## config.mk

```make
export PLATFORM = sky130hd
export DESIGN_NAME = adxl362_controller
export DESIGN_NICKNAME = d
export VERILOG_FILES = /design/src/rtl/adxl362_pkg.sv /design/src/rtl/adxl362_controller.sv
export SDC_FILE = /design/constraint.sdc
export NUM_CORES = 1
export LEC_CHECK = 0
export CAP_MARGIN = 40
export CORE_UTILIZATION = 56
export CTS_BUF_LIST = sky130_fd_sc_hd__clkbuf_16
export DETAILED_ROUTE_END_ITERATION = 7
export PLACE_DENSITY_LB_ADDON = 0.2
export SKIP_LAST_GASP = 1
export SYNTH_ARGS = -nofsm -noshare
export SYNTH_HDL_FRONTEND = slang
export SYNTH_SLANG_ARGS = --single-unit
```

## constraint.sdc

```tcl
create_clock -name clk -period 3.37 [get_ports clk]
set_clock_uncertainty 0.15 [all_clocks]
set_input_delay 0.674 -clock clk [delete_from_list [all_inputs] [get_ports clk]]
set_output_delay 0.674 -clock clk [all_outputs]
set_load 0.03 [all_outputs]
```

## src/rtl/adxl362_pkg.sv

```systemverilog
// ---------------------------------------------------------------------------
// adxl362_pkg
// Shared definitions for the ADXL362 register-transaction sequencer:
//   - SPI command opcodes and commonly used register addresses/codes
//   - controller FSM state encoding
//   - helper that picks the byte to send for a given position in the frame
// ---------------------------------------------------------------------------
package adxl362_pkg;

    // SPI command opcodes (first byte of every frame)
    localparam logic [7:0] CMD_WRITE       = 8'h0A;
    localparam logic [7:0] CMD_READ        = 8'h0B;
    localparam logic [7:0] CMD_FIFO        = 8'h0D;

    // Register map entries used by the surrounding design
    localparam logic [7:0] REG_DEVID_AD    = 8'h00;
    localparam logic [7:0] REG_PARTID      = 8'h02;
    localparam logic [7:0] REG_STATUS      = 8'h0B;
    localparam logic [7:0] REG_SOFT_RESET  = 8'h1F;
    localparam logic [7:0] SOFT_RESET_CODE = 8'h52;

    // Number of the last byte in a frame (cmd=0, addr=1, data=2)
    localparam logic [1:0] LAST_BYTE       = 2'd2;

    typedef enum logic [2:0] {
        ST_IDLE,
        ST_SEND,
        ST_WAIT,
        ST_FINISH,
        ST_ABORT
    } ctrl_state_t;

    // Byte transmitted at position idx of a cmd/addr/data frame. Reads clock
    // out a dummy 0x00 in the data slot while the sensor drives MISO.
    function automatic logic [7:0] frame_byte(
        input logic [1:0] idx,
        input logic       is_write,
        input logic [7:0] reg_addr,
        input logic [7:0] reg_data
    );
        logic [7:0] b;
        case (idx)
            2'd0:    b = is_write ? CMD_WRITE : CMD_READ;
            2'd1:    b = reg_addr;
            2'd2:    b = is_write ? reg_data : 8'h00;
            default: b = 8'h00;
        endcase
        return b;
    endfunction

endpackage

```

## src/rtl/adxl362_controller.sv

```systemverilog
// ---------------------------------------------------------------------------
// adxl362_controller
// Turns a single register read/write request into a 3-byte SPI frame
// (cmd, addr, data) driven through a byte-level SPI master, keeping CS low
// across the whole frame, and returns the byte read back.
//
// Ports
//   clk, rst        system clock; asynchronous active-high reset
//   start_read      1-cycle request: read register at addr
//   start_write     1-cycle request: write wr_data to register at addr
//   addr, wr_data   request operands, captured when the request is accepted
//   busy            high from the cycle after acceptance through done/error
//   done / error    1-cycle completion / timeout-abort pulses
//   rd_data         last byte read; held until the next successful read
//   spi_start       1-cycle pulse telling the SPI master to send spi_tx_byte
//   spi_tx_byte     byte for the SPI master, held stable while it is busy
//   spi_hold_cs     asks the SPI master to keep CS low after the current byte
//   spi_busy        SPI master byte in progress
//   spi_done        SPI master 1-cycle pulse: byte finished, spi_rx_byte valid
//   spi_rx_byte     byte received on MISO for the finished byte
// ---------------------------------------------------------------------------
module adxl362_controller
    import adxl362_pkg::*;
#(
    parameter int TIMEOUT_CYCLES = 4096
) (
    input  logic       clk,
    input  logic       rst,
    input  logic       start_read,
    input  logic       start_write,
    input  logic [7:0] addr,
    input  logic [7:0] wr_data,
    output logic       busy,
    output logic       done,
    output logic       error,
    output logic [7:0] rd_data,
    output logic       spi_start,
    output logic [7:0] spi_tx_byte,
    output logic       spi_hold_cs,
    input  logic       spi_busy,
    input  logic       spi_done,
    input  logic [7:0] spi_rx_byte
);

    localparam int             TW       = $clog2(TIMEOUT_CYCLES);
    localparam logic [TW-1:0]  TMO_LAST = TW'(TIMEOUT_CYCLES - 1);

    ctrl_state_t   r_state,    w_state_next;
    logic [1:0]    r_cnt,      w_cnt_next;
    logic [TW-1:0] r_tmo,      w_tmo_next;
    logic          r_is_write, w_is_write_next;
    logic [7:0]    r_addr,     w_addr_next;
    logic [7:0]    r_wr_data,  w_wr_data_next;
    logic [7:0]    r_rd_data,  w_rd_data_next;
    logic [7:0]    r_tx_byte,  w_tx_byte_next;

    logic [TW-1:0] w_tmo_inc;
    logic [1:0]    w_cnt_inc;

    assign w_tmo_inc   = r_tmo + TW'(1);
    assign w_cnt_inc   = r_cnt + 2'd1;
    assign rd_data     = r_rd_data;
    assign spi_tx_byte = r_tx_byte;

    // NOTE: state is updated with non-blocking assignments so every register
    // in this block samples the pre-edge values of the others.
    always_ff @(posedge clk or posedge rst) begin
        if (rst) begin
            r_state    <= ST_IDLE;
            r_cnt      <= 2'd0;
            r_tmo      <= '0;
            r_is_write <= 1'b0;
            r_addr     <= 8'h00;
            r_wr_data  <= 8'h00;
            r_rd_data  <= 8'h00;
            r_tx_byte  <= 8'h00;
        end else begin
            r_state    <= w_state_next;
            r_cnt      <= w_cnt_next;
            r_tmo      <= w_tmo_next;
            r_is_write <= w_is_write_next;
            r_addr     <= w_addr_next;
            r_wr_data  <= w_wr_data_next;
            r_rd_data  <= w_rd_data_next;
            r_tx_byte  <= w_tx_byte_next;
        end
    end

    always_comb begin
        // NOTE: every signal gets a default before the case so no path can
        // leave one unassigned and infer a latch.
        w_state_next    = r_state;
        w_cnt_next      = r_cnt;
        w_tmo_next      = r_tmo;
        w_is_write_next = r_is_write;
        w_addr_next     = r_addr;
        w_wr_data_next  = r_wr_data;
        w_rd_data_next  = r_rd_data;
        w_tx_byte_next  = r_tx_byte;
        busy            = 1'b0;
        done            = 1'b0;
        error           = 1'b0;
        spi_start       = 1'b0;
        spi_hold_cs     = 1'b0;

        case (r_state)
            ST_IDLE: begin
                // Write wins when both requests arrive together.
                if ((start_write || start_read) && !spi_busy) begin
                    w_is_write_next = start_write;
                    w_addr_next     = addr;
                    w_wr_data_next  = wr_data;
                    w_cnt_next      = 2'd0;
                    w_tx_byte_next  = frame_byte(2'd0, start_write, addr, wr_data);
                    w_state_next    = ST_SEND;
                end
            end

            ST_SEND: begin
                busy         = 1'b1;
                spi_start    = 1'b1;
                spi_hold_cs  = (r_cnt != LAST_BYTE);
                w_tmo_next   = '0;
                w_state_next = ST_WAIT;
            end

            ST_WAIT: begin
                busy        = 1'b1;
                spi_hold_cs = (r_cnt != LAST_BYTE);
                // A byte completing on the deadline cycle still counts.
                if (spi_done) begin
                    if (r_cnt != LAST_BYTE) begin
                        w_cnt_next     = w_cnt_inc;
                        w_tx_byte_next = frame_byte(w_cnt_inc, r_is_write, r_addr, r_wr_data);
                        w_state_next   = ST_SEND;
                    end else begin
                        if (!r_is_write) begin
                            w_rd_data_next = spi_rx_byte;
                        end
                        w_state_next = ST_FINISH;
                    end
                end else begin
                    // Abort once the count reaches its last value, so error
                    // fires TIMEOUT_CYCLES cycles after spi_start and the
                    // counter can never wrap.
                    w_tmo_next = w_tmo_inc;
                    if (w_tmo_inc == TMO_LAST) begin
                        w_state_next = ST_ABORT;
                    end
                end
            end

            ST_FINISH: begin
                busy         = 1'b1;
                done         = 1'b1;
                w_state_next = ST_IDLE;
            end

            ST_ABORT: begin
                busy         = 1'b1;
                error        = 1'b1;
                w_state_next = ST_IDLE;
            end

            default: begin
                w_state_next = ST_IDLE;
            end
        endcase
    end

endmodule

```

==> impl_metrics.yaml, run 1 <==
final_layout:
  antenna_cells: 0
  syn_to_final_growth_pct: 23.1
  nets: 322
  nFillCells: 330
  design_area_um2: 3320
  drive_above_1_share: 0.165
die:
  die_w_um: 71.4
  rows: 24
  die_h_um: 71.4
  io_pins: 51
  dieArea_um2: 5100
  start_util: 0.599
  fp.coreArea_um2: 4500
run:
  max-cap-violations: 0
sta:
  rsz0062_at_grt: "false"
  finalSetupTns_ns: 0
  relSlewSlack: 0.692
  hold_slack_ns: 0.334
  setup_viol: 0
  hold_viol_final: 0
  worst_slew_pin_slew_ns: 0.462
  fin_crit_sh: 0.836
  fin_ws_ns: 0.553
  fmax_ghz: 0.355
  drv_slew: 0
  fin_crit_ns: 2.82
place:
  placed_area_um2: 3180
  portBuffers: 50
  place_hpwl_mm: 3.80
  gp_congestion: 0.831
  place_ws_ns: 0.811
clocking:
  clockBufferDepth: 2
  postCtsHoldBufs: 0
  path_clk_slew_ns: 0.07
  cts_root_buf: "clkbuf_16"
  cts_setup_buffers: 0
  cts_resized: 0
  clk_latency_ns: 0.28
  cts_sinks: 50
  cts_max_level: 2
  numCtsBuffers: 5
  cts_tree: "done"
worst_setup_path:
  worstSetupStartpoint: "r_state[0]$_DFFE_PP0P_"
  path_class: "register to output port"
  r2r-end: "r_tmo[6]$_DFFE_PP0P_"
  cp-end-kind: "output port"
  cp.required_ns: 2.55
  worst_path_max_delay_cell: "clkdlybuf4s50_1"
  slowest_delay_ns: 0.69
  reg2regPathDepth: 5
  ff2ff_setup_slack_ns: 1.05
  cp_cell_sequence: "nand2_1 -> inv_1 -> clkdlybuf4s50_1"
  worstReg2RegStart: "r_state[2]$_DFFE_PP0P_"
  crit_path_max_fanout: 11
  cp_data_arrival_time_ns: 1.99
  startpoint_type: "register"
drt:
  finalWirelength_mm: 5.45
  drt_pass1_iterations: 8
  wl_per_cell_um: 16.2
  vias: 1963
  dr.first_iter.drc_count: 155
  via_per_inst: 5.82
  drc_errors: 7
  drtAntennaViolNets: 0
logic_synthesis:
  postSynthCellCount: 237
  synth_seq_cells: 50
  seq_area_frac_synth: 0.464
  ys_types: 50
  synth-edff-count: 0
  synth_area_per_cell_um2: 11.4
  ys_warn_count: 0
  synthArstFlopShare: 1.00
  synth.cell_area_um2: 2700
  syn_nets: 275
  synth_ff_type: "dfrtp_1"
global_route:
  grt_pass1_vias: 1932
  grt_max_degree: 23
  grt_overflow: 0
  grtUsageTotal: 0.230
  grt_pass1_wl_mm: 9.14
  antenna_found_initial: 0
status:
  outcome: "finished, violations left"
  violations: "design-rule violations"
pwr:
  vdd_drop_max_v: 0.000361
  power.leakage_nw: 1.44
  powerDensity_nw_per_um2: 805
hold_path:
  hold_end: "spi_tx_byte[5]$_DFFE_PP0P_"
  hp-class: "register to register"
  holdPathStages: 2
  hp-start: "spi_tx_byte[5]$_DFFE_PP0P_"
[metrics by stage]
stage | power, mW | cells | utilization
after detailed placement | 2.19 | 329 | 0.706
after floorplan | 1.84 | 237 | -
after global placement | 2.16 | 329 | 0.706
after CTS | 2.69 | 337 | 0.737
after global routing | 2.83 | 337 | 0.737
final | 2.67 | 337 | 0.737
[state kept, by name, summed over array words and instances, names as in the netlist]
register / cells
r_wr_data: 8
r_is_write: 1
spi_tx_byte: 8
r_tmo: 12
rd_data: 8
r_state: 3
r_cnt: 2
r_addr: 8
[area by class of cell]
cell class | count | area (um2) | area share
Tap cell | 52 | 65.1 | 0.0196
Clock buffer | 5 | 125 | 0.0377
Inverter | 6 | 22.5 | 0.00678
Sequential cell | 50 | 1250 | 0.377
Timing Repair Buffer | 53 | 523 | 0.157
Multi-Input combinational cell | 168 | 1320 | 0.397
Clock inverter | 3 | 16.3 | 0.00490
[worst max-delay path, delay by kind of cell, from the launching register on]
family / cells / cell delay, ns
buf+inv: 2 / 0.86
simple gates: 1 / 0.23
flops: 1 / 0.62
[cells in the final DEF, fill, tap and decap left out, types with 2 or more instances in the layout]
cell type | netlist | routed
o21a_1 | 2 | 2
nor3_2 | 2 | 2
o211a_1 | 2 | 2
a22oi_1 | 5 | 5
o21ai_0 | 11 | 11
a221oi_1 | 2 | 2
xor2_1 | 2 | 2
o31ai_1 | 5 | 5
mux2_1 | 8 | 8
xnor2_1 | 4 | 4
nor4_1 | 2 | 2
mux2_4 | 10 | 10
nand4_1 | 2 | 2
nor3b_1 | 3 | 3
nand3_1 | 8 | 8
clkbuf_16 | 0 | 5
nand2b_1 | 3 | 3
o31ai_2 | 4 | 4
clkdlybuf4s50_1 | 0 | 50
mux2_2 | 10 | 10
o41ai_2 | 2 | 2
dfrtp_1 | 50 | 50
nand2_1 | 20 | 20
ha_1 | 8 | 8
a21oi_1 | 9 | 9
and2_1 | 4 | 4
nor3_1 | 3 | 3
inv_1 | 6 | 5
o21ai_1 | 4 | 4
o21ai_2 | 2 | 2
buf_4 | 1 | 3
and4b_1 | 2 | 2
nor2_1 | 15 | 15
[logic make-up (layout without fill, tap and decap cells)]
group	Yosys count	in the layout	share of synthesized area
fa+ha+maj	8	8	0.0371
xor+xnor	6	6	0.0195
flops	50	50	0.464
compound gates	52	52	0.141
simple gates	74	74	0.160
mux	28	28	0.131
buf+inv	19	67	0.0478
[synthesized netlist by cell type, types with 3 or more instances]
cell,n,area share
o21ai_0,11,0.020
and2_1,4,0.0093
mux2_2,10,0.042
ha_1,8,0.037
o31ai_2,4,0.019
nand2b_1,3,0.0070
a22oi_1,5,0.014
mux2_4,10,0.056
nor3b_1,3,0.0083
mux2_1,8,0.033
dfrtp_1,50,0.46
nor2_1,15,0.021
nand2_1,20,0.028
buf_6,5,0.021
nor3_1,3,0.0056
a21oi_1,9,0.017
o21ai_1,4,0.0074
o31ai_1,5,0.014
inv_1,6,0.0083
xnor2_1,4,0.013
buf_2,4,0.0074
nand3_1,8,0.015
[layer usage]
layer / routed length [um] / GRT usage / vias to the layer above
met5: 0 / 0 / -
met4: 40 / 0.0733 / 0
met3: 234 / 0.0492 / 4
met2: 2730 / 0.385 / 51
met1: 2440 / 0.300 / 958
li1: - / - / 950
[worst max path at each step]
stage | to | slack [ns] | cells past startpoint
3_5_place_dp | r_tmo[6]$_DFFE_PP0P_ | 0.81 | 5
3_3_place_gp | spi_tx_byte[1]$_DFFE_PP0P_ | 0.83 | 5
6_report | spi_start | 0.55 | 3
2_1_floorplan | spi_hold_cs | 1.17 | 3
5_1_grt | spi_hold_cs | 0.44 | 4
4_1_cts | spi_start | 0.57 | 3
[where the power goes]
part | internal [mW] | switching (mW) | leakage (nW) | total (mW)
Combinational | 0.554 | 0.632 | 0.725 | 1.19
Clock | 0.271 | 0.209 | 0.0672 | 0.480
Sequential | 0.814 | 0.192 | 0.643 | 1.01
Total | 1.64 | 1.03 | 1.44 | 2.67
Note: power is estimated with default switching activity, not from simulation.
==> inputs of run 2 (changes only) <==
--- a/config.mk
+++ b/config.mk
@@ -6,7 +6,7 @@
 export NUM_CORES = 1
 export LEC_CHECK = 0
 export CAP_MARGIN = 40
-export CORE_UTILIZATION = 56
+export CORE_UTILIZATION = 47
 export CTS_BUF_LIST = sky130_fd_sc_hd__clkbuf_16
 export DETAILED_ROUTE_END_ITERATION = 7
 export PLACE_DENSITY_LB_ADDON = 0.2
==> constraint.sdc (replaced) <==
create_clock -name clk -period 2.5 [get_ports clk]
set_clock_uncertainty 0.15 [all_clocks]
set_input_delay 0.5 -clock clk [delete_from_list [all_inputs] [get_ports clk]]
set_output_delay 0.5 -clock clk [all_outputs]
set_load 0.03 [all_outputs]
==> impl_metrics.yaml, run 2 (same netlist as run 1, synthesis figures left out) <==
status:
  outcome: "completed"
sta:
  fmax_ghz: 0.417
  fin_crit_sh: 0.960
  drv_slew: 0
  rsz0062_at_grt: "false"
  worst_slew_pin_slew_ns: 0.374
  hold_viol_final: 0
  setup_viol: 0
  relSlewSlack: 0.749
  fin_crit_ns: 2.40
global_route:
  grtUsageTotal: 0.194
  grt_pass1_wl_mm: 9.18
  grt_pass1_vias: 1920
  grt_overflow: 0
  grt_max_degree: 44
  antenna_found_initial: 0
worst_setup_path:
  startpoint_type: "register"
  worst_path_max_delay_cell: "clkdlybuf4s50_1"
  cp_cell_sequence: "nor3b_1 -> clkdlybuf4s50_1"
  cpLargestDelayFamily: "buffers and inverters"
  cp_data_arrival_time_ns: 1.75
  ff2ff_setup_slack_ns: 0.45
  cp.required_ns: 1.85
  crit_buf_inv: 1
  path_class: "register to output port"
  crit_path_max_fanout: 9
  cp-end-kind: "output port"
  slowest_delay_ns: 0.70
drt:
  via_per_inst: 5.32
  finalWirelength_mm: 5.32
  dr.first_iter.drc_count: 105
  drc_errors: 0
  drt_pass1_iterations: 4
  drtAntennaViolNets: 0
  vias: 1926
  wl_per_cell_um: 14.7
clocking:
  numCtsBuffers: 5
  clockBufferDepth: 2
  path_clk_slew_ns: 0.06
  cts_sinks: 50
  cts_root_buf: "clkbuf_16"
  cts_tree: "done"
  cts_max_level: 2
  postCtsHoldBufs: 0
  clk_latency_ns: 0.29
pwr:
  p_seq_frac: 0.361
  power_switching_mw: 1.38
  intPower_mw: 2.35
  p_sw_frac: 0.370
  power.leakage_nw: 1.50
  powerDensity_nw_per_um2: 1090
  power_mw: 3.73
  p_clk_frac: 0.205
  p_comb_frac: 0.434
  vdd_drop_max_v: 0.000524
hold_path:
  hp-class: "input port to asynchronous set/reset pin"
final_layout:
  largest_register_ff_count: 12
  seq_area_um2: 1250
  largest-register: "r_tmo"
  design_area_um2: 3430
  multi_input_area_um2: 1320
  drive_above_1_share: 0.183
  nFillCells: 453
  syn_to_final_growth_pct: 27.3
  antenna_cells: 0
  nets: 327
  final_cell_mix: "dfrtp_1, clkdlybuf4s50_1, nand2_1"
  final_common_cell: "dfrtp_1"
die:
  die_w_um: 77.8
  dieArea_um2: 6050
  rows: 27
  io_pins: 51
  die_h_um: 77.8
  start_util: 0.490
  fp.coreArea_um2: 5510
place:
  gp_congestion: 0.812
  placed_area_um2: 3270
  place_hpwl_mm: 3.95
  portBuffers: 50
run:
  max-cap-violations: 0
run 2: path summary, 6_finish.rpt:
kind	depth (start not counted)	endpoint	startpoint
hold / removal	2	r_tmo[10]$_DFFE_PP0P_	rst
min in group clk	2	spi_tx_byte[7]$_DFFE_PP0P_	spi_tx_byte[7]$_DFFE_PP0P_
hold reg to reg	2	spi_tx_byte[7]$_DFFE_PP0P_	spi_tx_byte[7]$_DFFE_PP0P_
max in group asynchronous	3	r_state[0]$_DFFE_PP0P_	rst
setup / recovery	2	error	r_state[1]$_DFFE_PP0P_
setup reg to reg	4	rd_data[3]$_DFFE_PP0P_	r_state[2]$_DFFE_PP0P_
run 2: cell type report:
type / instances / share of cell area
clock buffer: 5 / 0.0364
sequential: 50 / 0.365
tap: 72 / 0.0262
timing repair buffer: 58 / 0.170
inverter: 6 / 0.00656
clock inverter: 3 / 0.0124
multi-input combinational: 168 / 0.384
run 2: what timing repair did:
action                                 4_1_cts  5_1_grt
gates resized for setup                      4        1
setup endpoints to repair                    4        1
buffers inserted                             0        0
endpoints found under the hold margin        0        0
run 2: worst register-to-register path, cell delays in order, from the launching register on:
cell and delay (ns):
dfrtp_1 0.46, buf_4 0.20, nor3b_4 0.29, and4b_1 0.47, mux2_1 0.37
run 2: power by group through the flow:
stage / clock network [mW] / registers, mW / logic [mW]
4_1_cts: 0.789 / 1.35 / 1.64
6_report: 0.766 / 1.34 / 1.62
3_5_place_dp: 0 / 1.36 / 1.66
2_1_floorplan: 0 / 1.47 / 1.02
5_1_grt: 0.820 / 1.39 / 1.76
3_3_place_gp: 0 / 1.35 / 1.63
run 2: stage by stage:
step	std cells	util	setup TNS (ns)	setup slack [ns]	hold slack [ns]
detailed placement	354	0.593	0	0.209	0.317
global route	362	0.624	0	0.00511	0.355
floorplan	237	-	0	0.472	0.331
global placement	354	0.593	0	0.239	0.314
CTS	362	0.623	-0.0468	-0.0468	0.332
finish	362	0.624	0	0.0993	0.327
run 2: metal layers:
metal | routed length, um | global-route usage | vias up
met5 | 0 | 0 | -
met2 | 2410 | 0.312 | 46
met3 | 227 | 0.0412 | 9
met4 | 82 | 0.0642 | 0
li1 | - | - | 956
met1 | 2600 | 0.260 | 915
==> inputs of run 3 (changes only) <==
--- a/config.mk
+++ b/config.mk
@@ -5,6 +5,7 @@
 export SDC_FILE = /design/constraint.sdc
 export NUM_CORES = 1
 export LEC_CHECK = 0
+export ABC_CLOCK_PERIOD_IN_PS = 2500
 export CAP_MARGIN = 40
 export CORE_UTILIZATION = 47
 export CTS_BUF_LIST = sky130_fd_sc_hd__clkbuf_16
==> results of run 3 <==
The final DEF is identical to that of run 2; final timing and power are the same.
